File: src/rtl/prga_decrypt.sv
// ARC4 keystream generation and decryption stage: walks a length-prefixed
// ciphertext buffer and writes the length-prefixed plaintext buffer.
module prga_decrypt #(
  parameter int MSG_AW = 8
) (
  input  logic              clk,
  input  logic              rst,
  input  logic              en,
  output logic              rdy,
  output logic [7:0]        s_addr,
  input  logic [7:0]        s_rddata,
  output logic [7:0]        s_wrdata,
  output logic              s_wren,
  output logic [MSG_AW-1:0] ct_addr,
  input  logic [7:0]        ct_rddata,
  output logic [MSG_AW-1:0] pt_addr,
  output logic [7:0]        pt_wrdata,
  output logic              pt_wren
);

  typedef enum logic [3:0] {
    IDLE,
    LEN_RD,
    LEN_WAIT,
    LEN_WR,
    RD_I,
    WT_I,
    RD_J,
    WT_J,
    SW_I,
    SW_J,
    RD_P,
    WT_P,
    WR_PT,
    DONE
  } state_t;

  state_t            state_q, state_d;
  logic [7:0]        i_q, i_d;
  logic [7:0]        j_q, j_d;
  logic [MSG_AW-1:0] k_q, k_d;
  logic [7:0]        len_q, len_d;
  logic [7:0]        si_q, si_d;
  logic [7:0]        sj_q, sj_d;
  logic [7:0]        ctb_q, ctb_d;
  logic [7:0]        pad_q, pad_d;

  always_ff @(posedge clk) begin
    if (rst) begin
      state_q <= IDLE;
      i_q     <= '0;
      j_q     <= '0;
      k_q     <= '0;
      len_q   <= '0;
      si_q    <= '0;
      sj_q    <= '0;
      ctb_q   <= '0;
      pad_q   <= '0;
    end else begin
      state_q <= state_d;
      i_q     <= i_d;
      j_q     <= j_d;
      k_q     <= k_d;
      len_q   <= len_d;
      si_q    <= si_d;
      sj_q    <= sj_d;
      ctb_q   <= ctb_d;
      pad_q   <= pad_d;
    end
  end

  always_comb begin
    state_d   = state_q;
    i_d       = i_q;
    j_d       = j_q;
    k_d       = k_q;
    len_d     = len_q;
    si_d      = si_q;
    sj_d      = sj_q;
    ctb_d     = ctb_q;
    pad_d     = pad_q;
    rdy       = 1'b0;
    s_addr    = '0;
    s_wrdata  = '0;
    s_wren    = 1'b0;
    ct_addr   = '0;
    pt_addr   = '0;
    pt_wrdata = '0;
    pt_wren   = 1'b0;

    case (state_q)
      IDLE: begin
        rdy = 1'b1;
        if (en) begin
          i_d     = '0;
          j_d     = '0;
          k_d     = '0;
          state_d = LEN_RD;
        end
      end
      LEN_RD: begin
        ct_addr = '0;
        state_d = LEN_WAIT;
      end
      LEN_WAIT: begin
        len_d   = ct_rddata;
        state_d = LEN_WR;
      end
      LEN_WR: begin
        pt_addr   = '0;
        pt_wrdata = len_q;
        pt_wren   = 1'b1;
        k_d       = MSG_AW'(1);
        state_d   = (len_q == 8'd0) ? DONE : RD_I;
      end
      RD_I: begin
        s_addr  = i_q + 8'd1;
        ct_addr = k_q;
        i_d     = i_q + 8'd1;
        state_d = WT_I;
      end
      WT_I: begin
        si_d    = s_rddata;
        ctb_d   = ct_rddata;
        j_d     = j_q + s_rddata;
        state_d = RD_J;
      end
      RD_J: begin
        s_addr  = j_q;
        state_d = WT_J;
      end
      WT_J: begin
        sj_d    = s_rddata;
        state_d = SW_I;
      end
      SW_I: begin
        s_addr   = i_q;
        s_wrdata = sj_q;
        s_wren   = 1'b1;
        state_d  = SW_J;
      end
      SW_J: begin
        s_addr   = j_q;
        s_wrdata = si_q;
        s_wren   = 1'b1;
        state_d  = RD_P;
      end
      // Pad index from the pre-swap pair; the sum is the same after the swap.
      RD_P: begin
        s_addr  = si_q + sj_q;
        state_d = WT_P;
      end
      WT_P: begin
        pad_d   = s_rddata;
        state_d = WR_PT;
      end
      WR_PT: begin
        pt_addr   = k_q;
        pt_wrdata = pad_q ^ ctb_q;
        pt_wren   = 1'b1;
        if (k_q == MSG_AW'(len_q)) begin
          state_d = DONE;
        end else begin
          k_d     = k_q + MSG_AW'(1);
          state_d = RD_I;
        end
      end
      // One settling cycle before rdy returns, so completion lands 4+9L edges after the start.
      DONE: begin
        state_d = IDLE;
      end
      default: begin
        state_d = IDLE;
      end
    endcase
  end

endmodule
File: config.mk
export PLATFORM = sky130hd
export DESIGN_NAME = prga_decrypt
export DESIGN_NICKNAME = d
export VERILOG_FILES = /design/src/rtl/prga_decrypt.sv
export SDC_FILE = /design/constraint.sdc
export NUM_CORES = 1
export LEC_CHECK = 0
export ABC_AREA = 1
export CAP_MARGIN = 20
export CORE_ASPECT_RATIO = 2
export CORE_UTILIZATION = 30
export CTS_BUF_LIST = sky130_fd_sc_hd__clkbuf_8
export DETAILED_ROUTE_END_ITERATION = 10
export SETUP_SLACK_MARGIN = 0.05
export SYNTH_ARGS = -nofsm -noshare
export SYNTH_HDL_FRONTEND = slang
export SYNTH_SLANG_ARGS = --single-unit
File: constraint.sdc
create_clock -name clk -period 5.2 [get_ports clk]
set_clock_uncertainty 0.1 [all_clocks]
set_input_delay 1.04 -clock clk [delete_from_list [all_inputs] [get_ports clk]]
set_output_delay 1.04 -clock clk [all_outputs]
set_load 0.03 [all_outputs]
# Word level (Yosys, flattened, before mapping)
# Index checks and enable logic that the tools add are counted.
totals:
  out_inout_bits: 43
  ff_bits: 68
  in_bits: 19
  wordCells: 57
op_classes:
  n_bitwise: 1
  n_eq_ne: 15
  reduce_logical: 11
  muxes: 17
  n_addsub: 4
ops:
  columns: ["op", "n"]
  rows:
  - ["one-hot mux 8 bit (2 select lines)", 4]
  - ["one-hot mux 4 bit (13 select lines)", 1]
  - ["two-way mux 8 bit", 4]
  - ["one-hot mux 8 bit (4 select lines)", 1]
  - ["one-hot mux 8 bit (3 select lines)", 1]
  - ["equality test 4 bit, second input constant", 5]
  - ["adder 8 x 1 -> 8 bit, second input constant", 2]
  - ["adder 8 bit", 2]
  - ["equality test 4 x 3 -> 1 bit, second input constant", 4]
  - ["two-way mux 4 bit", 3]
  - ["equality test 4 x 2 -> 1 bit, second input constant", 2]
  - ["equality test 8 bit", 1]
  - ["logical NOT 8 bit", 1]
  - ["bitwise XOR 8 bit", 1]
  - ["OR reduction 2 bit", 3]
  - ["equality test 4 x 1 -> 1 bit, second input constant", 1]
  - ["logical NOT 4 bit", 1]
  - ["!= test 2 bit, second input constant", 2]
  - ["AND reduction 2 bit", 2]
  - ["nonzero test 2 bit", 2]
  - ["two-way mux 1 bit", 3]
  - ["AND reduction 3 bit", 1]
  - ["nonzero test 3 bit", 1]

# Depth between registers and ports, before layout
logic_depth:
  depth_word: 3
  mapped_depth: 10
  mapped_depth_nobuf: 10

# Least setup slack after synthesis
# OpenSTA, ideal clock, no wires.
synth_path:
  path_type: "flip-flop to output port"
  from: "reg si_q[0]"
  to: "out s_addr[4]"
  arrival_ns: 1.924
  path_stages_with_launch: 8
  path_slack_ns: 2.136
  path_buffers: 0
  required_ns: 4.060
  cell_sequence: "dfxtp_1 > ha_1 > fa_1 > nand2_1 > a21oi_1 > o21ai_0 > nand2_1 > o21ai_0"
synth_via:
  elab_chain_len: 2
synth_lines:
  columns: ["element", "line_no", "source"]
  rows:
  - ["start, declared", "43", "logic [7:0] si_q, si_d;"]
  - ["start signal, assigned", "65", "si_q <= si_d;"]
  - ["adder 8 bit", "150", "s_addr = si_q + sj_q;"]
  - ["one-hot mux 8 bit (4 select lines)", "91", "case (state_q)"]
  - ["end, declared", "10", "output logic [7:0] s_addr,"]
# Every way passes these cells.

# Final worst setup path
layout_path:
  from: "reg state_q[3]"
  to: "out s_addr[4]"
layout_via:
  elab_chain_len: 3
  word_cells_on_any_way: 7
  classes_between: "eq/ne: 5; mux: 1; reduce/logical: 1"
layout_lines:
  columns: ["element", "line_no", "source"]
  rows:
  - ["start, declared", "38", "state_t state_q, state_d;"]
  - ["start signal, assigned", "60", "state_q <= state_d;"]
  - ["equality test 4 bit / equality test 4 x 3 -> 1 bit (equally long branches)", "91", null]
  - ["OR reduction 2 bit (no source line)", null, null]
  - ["one-hot mux 8 bit (4 select lines) *", "91", null]
# Every way passes the cells marked *; elsewhere a longest branch is shown, timed or not.

==> reports/metrics.csv <==
stage,metric,value,unit
sta,min_period,4230,ps
route,drt-wirelength-per-cell,15.6,um
clock_tree,cts.sinks,68,
sta,rsz0062_at_grt,no,
finish,nets,693,
synth,synthCells,599,
worst_setup_path,critPathMaxFanout,12,
worst_setup_path,r2r_cells,7,
floorplanning,pin_count,62,
route,drc,0,
finish,drive_above_1_share,5.75,%
sta,maxSlewHeadroom,45.7,%
worst_setup_path,rrSetupSlack,2890,ps
finish,area.growth.synth_to_final,23.5,%
worst_setup_path,crit_slowest_cell,clkdlybuf4s50_1,
worst_setup_path,r2r_start,state_q[3]$_SDFFE_PP0P_,
route,routed_via_density,5.19,
synth,synth.cell_area,3990,um2
worst_setup_path,critical_path_buf_inv_count,5,
clock_tree,clk_latency,360,ps
synth,synth_seq_area_share,34.2,%
worst_setup_path,critPathLaunch,state_q[3]$_SDFFE_PP0P_,
sta,setup_viol,0,
clock_tree,clk_pin_slew,80,ps
synth,synth-seq-cells,68,
clock_tree,postCtsSetupRepairBufs,0,
worst_setup_path,cp_cell_sequence,inv_1 > nor2_1 > inv_2 > nor2_1 > buf_4 > inv_1 > o21ai_0 > a21oi_1 > o21ai_0 > clkdlybuf4s50_1,
pwr,vdd_ir_drop_max,0.192,mV
pwr,power_density,231,nW/um2
worst_setup_path,path_class,register to output pin,
clock_tree,cts.hold.buffers_added,0,
placed_design,gp_congestion,0.965,
sta,hold_viol_final,0,
route,routed_wl,12.7,mm
clock_tree,cts_buffers,9,
global_route,grt_max_degree,67,
worst_setup_path,timing.rr.end,pad_q[5]$_SDFFE_PP0P_,
synth,syn_area_per_cell,6.65,um2
floorplanning,core,13000,um2
floorplanning,die_h,165,um
route,drtPass1Iterations,4,
global_route,grt_pass1_wl,20.0,mm
worst_setup_path,critPathMaxStageDelay,690,ps
run,max_cap_viol_count,0,
finish,post-route-util,37.9,%
finish,finalNonFillerCells,813,
sta,fin_hold_ws,382,ps
global_route,antenna_found_initial,0,
route,vias,4219,
clock_tree,cts_tree,yes,
placed_design,post-place-ws,1360,ps
finish,n_antenna_cell,0,
floorplanning,chipWidth,83.5,um
outcome,status,"complete, no violations",
synth,synth_nets,636,
clock_tree,cts_buffer_depth,2,
min_path,hold_path_class,register to register,
floorplanning,rows,59,
placed_design,post-place-cells,797,
clock_tree,post_cts_resize_count,0,
worst_setup_path,cp_data_required_time,4060,ps
worst_setup_path,crit_end,s_addr[4],
sta,setup_tns,0,ps
floorplanning,initial_utilization,30.7,%
clock_tree,cts-root-buf,clkbuf_8,
worst_setup_path,critical_path_arrival,3090,ps
global_route,grt_usage,18.6,%
placed_design,port_buffers,61,
clock_tree,htreeDepth,3,
worst_setup_path,endpoint_kind,output pin,
sta,tightest_slew,812,ps
synth,synth_warnings,0,
global_route,grt_overflow,0,
route,drt_iter0_drc,261,
pwr,p_leak,1.90,nW
sta,slew_violations,0,
floorplanning,dieArea,13800,um2
min_path,hold_path_depth,2,
worst_setup_path,worstSetupStartpointType,register,
worst_setup_path,crit_cells,10,
sta,fmax,237,MHz
global_route,grt_pass1_vias,4119,
sta,fin_ws,974,ps
placed_design,post-dp-hpwl,9.71,mm
synth,yosysUniqueCellTypes,34,
route,ant_nets,0,
worst_setup_path,cp_top_family,buffers and inverters,
finish,n_fill_cell,1407,
sta,fin_crit_sh,81.3,%
[worst reg2reg max path, cell delays in order (launching register included)]
cell	delay [ps]
dfxtp_1	410
inv_1	90
nor2_1	620
inv_2	140
nor2_2	370
inv_1	250
nand2_1	120
a21oi_1	60
[where the power goes]
| group | switching (mW) | internal [mW] | total (mW) |
|---|---|---|---|
| clock network | 0.215 | 0.218 | 0.434 |
| registers | 0.0127 | 0.534 | 0.547 |
| logic | 0.105 | 0.0507 | 0.155 |
[flip-flops by register name, summed over array words and instances (netlist names)]
register / flops
state_q: 4
k_q: 8
j_q: 8
pad_q: 8
len_q: 8
ctb_q: 8
si_q: 8
i_q: 8
sj_q: 8
[area by class of cell]
cell class	count	area [um2]	area share, %
tap	152	190	3.86
timing repair buffer	65	636	12.9
inverter	59	221	4.50
sequential	68	1360	27.7
clock inverter	7	67.6	1.37
multi-input combinational	453	2320	47.2
clock buffer	9	124	2.52
[cell usage in the layout (no fill, tap or decap), types with 9 or more instances in the layout]
master / n
nand2_1: 174
nand3_1: 39
clkdlybuf4s50_1: 60
ha_1: 16
nor2_1: 58
clkbuf_8: 9
a21oi_1: 77
dfxtp_1: 68
o21ai_0: 12
inv_1: 56
[routing by layer]
metal  up-vias  global-route usage, %  routed length [um]
met4         0                   10.7                 580
met3        36                   3.10                 464
met5         -                      0                   0
li1       2112                      -                   -
met1      1935                   17.7                4640
met2       136                   36.8                7010
[synthesized netlist by cell type, drive strengths merged]
| master | instances | area share (%) |
|---|---|---|
| a32o | 8 | 2.0 |
| nand3 | 39 | 4.9 |
| buf | 8 | 1.0 |
| o32ai | 8 | 1.8 |
| nor3 | 6 | 0.75 |
| o21ai | 14 | 1.9 |
| a211oi | 8 | 1.5 |
| ha | 16 | 5.0 |
| nand4 | 8 | 1.3 |
| o21a | 1 | 0.19 |
| a22oi | 1 | 0.19 |
| xnor2 | 3 | 0.66 |
| or2 | 5 | 0.78 |
| nand2 | 176 | 17 |
| o2111ai | 3 | 0.66 |
| a21boi | 2 | 0.38 |
| a21oi | 78 | 9.9 |
| a31oi | 2 | 0.31 |
| nand3b | 2 | 0.38 |
| clkbuf | 11 | 1.0 |
| a21o | 1 | 0.19 |
| xor2 | 5 | 1.1 |
| fa | 2 | 1.0 |
| nor2 | 63 | 6.4 |
| dfxtp | 68 | 34 |
| inv | 59 | 5.6 |
| nor3b | 2 | 0.38 |
[worst min-delay path by stage]
stage / start / to / slack [ps]
floorplan: pad_q[0]$_SDFFE_PP0P_ / pad_q[0]$_SDFFE_PP0P_ / 350
global placement: ctb_q[0]$_SDFFE_PP0P_ / ctb_q[0]$_SDFFE_PP0P_ / 370
detailed placement: ctb_q[0]$_SDFFE_PP0P_ / ctb_q[0]$_SDFFE_PP0P_ / 370
CTS: pad_q[7]$_SDFFE_PP0P_ / pad_q[7]$_SDFFE_PP0P_ / 380
global route: pad_q[0]$_SDFFE_PP0P_ / pad_q[0]$_SDFFE_PP0P_ / 400
finish: ctb_q[0]$_SDFFE_PP0P_ / ctb_q[0]$_SDFFE_PP0P_ / 380
[per-stage QoR]
| step | power, mW | instance area, um2 |
|---|---|---|
| 6_report | 1.14 | 4920 |
| 5_1_grt | 1.18 | 4920 |
| 4_1_cts | 1.14 | 4920 |
| 3_5_place_dp | 0.715 | 4730 |
| 3_3_place_gp | 0.713 | 4730 |
| 2_1_floorplan | 0.655 | 3990 |
[logic make-up after synthesis]
| group | after synthesis | share of synthesized area, % |
|---|---|---|
| flops | 68 | 34.2 |
| buf+inv | 78 | 7.60 |
| fa+ha+maj | 18 | 6.03 |
| xor+xnor | 8 | 1.76 |
| compound gates | 126 | 18.9 |
| simple gates | 301 | 31.5 |
(Power assumes the default switching activity.)
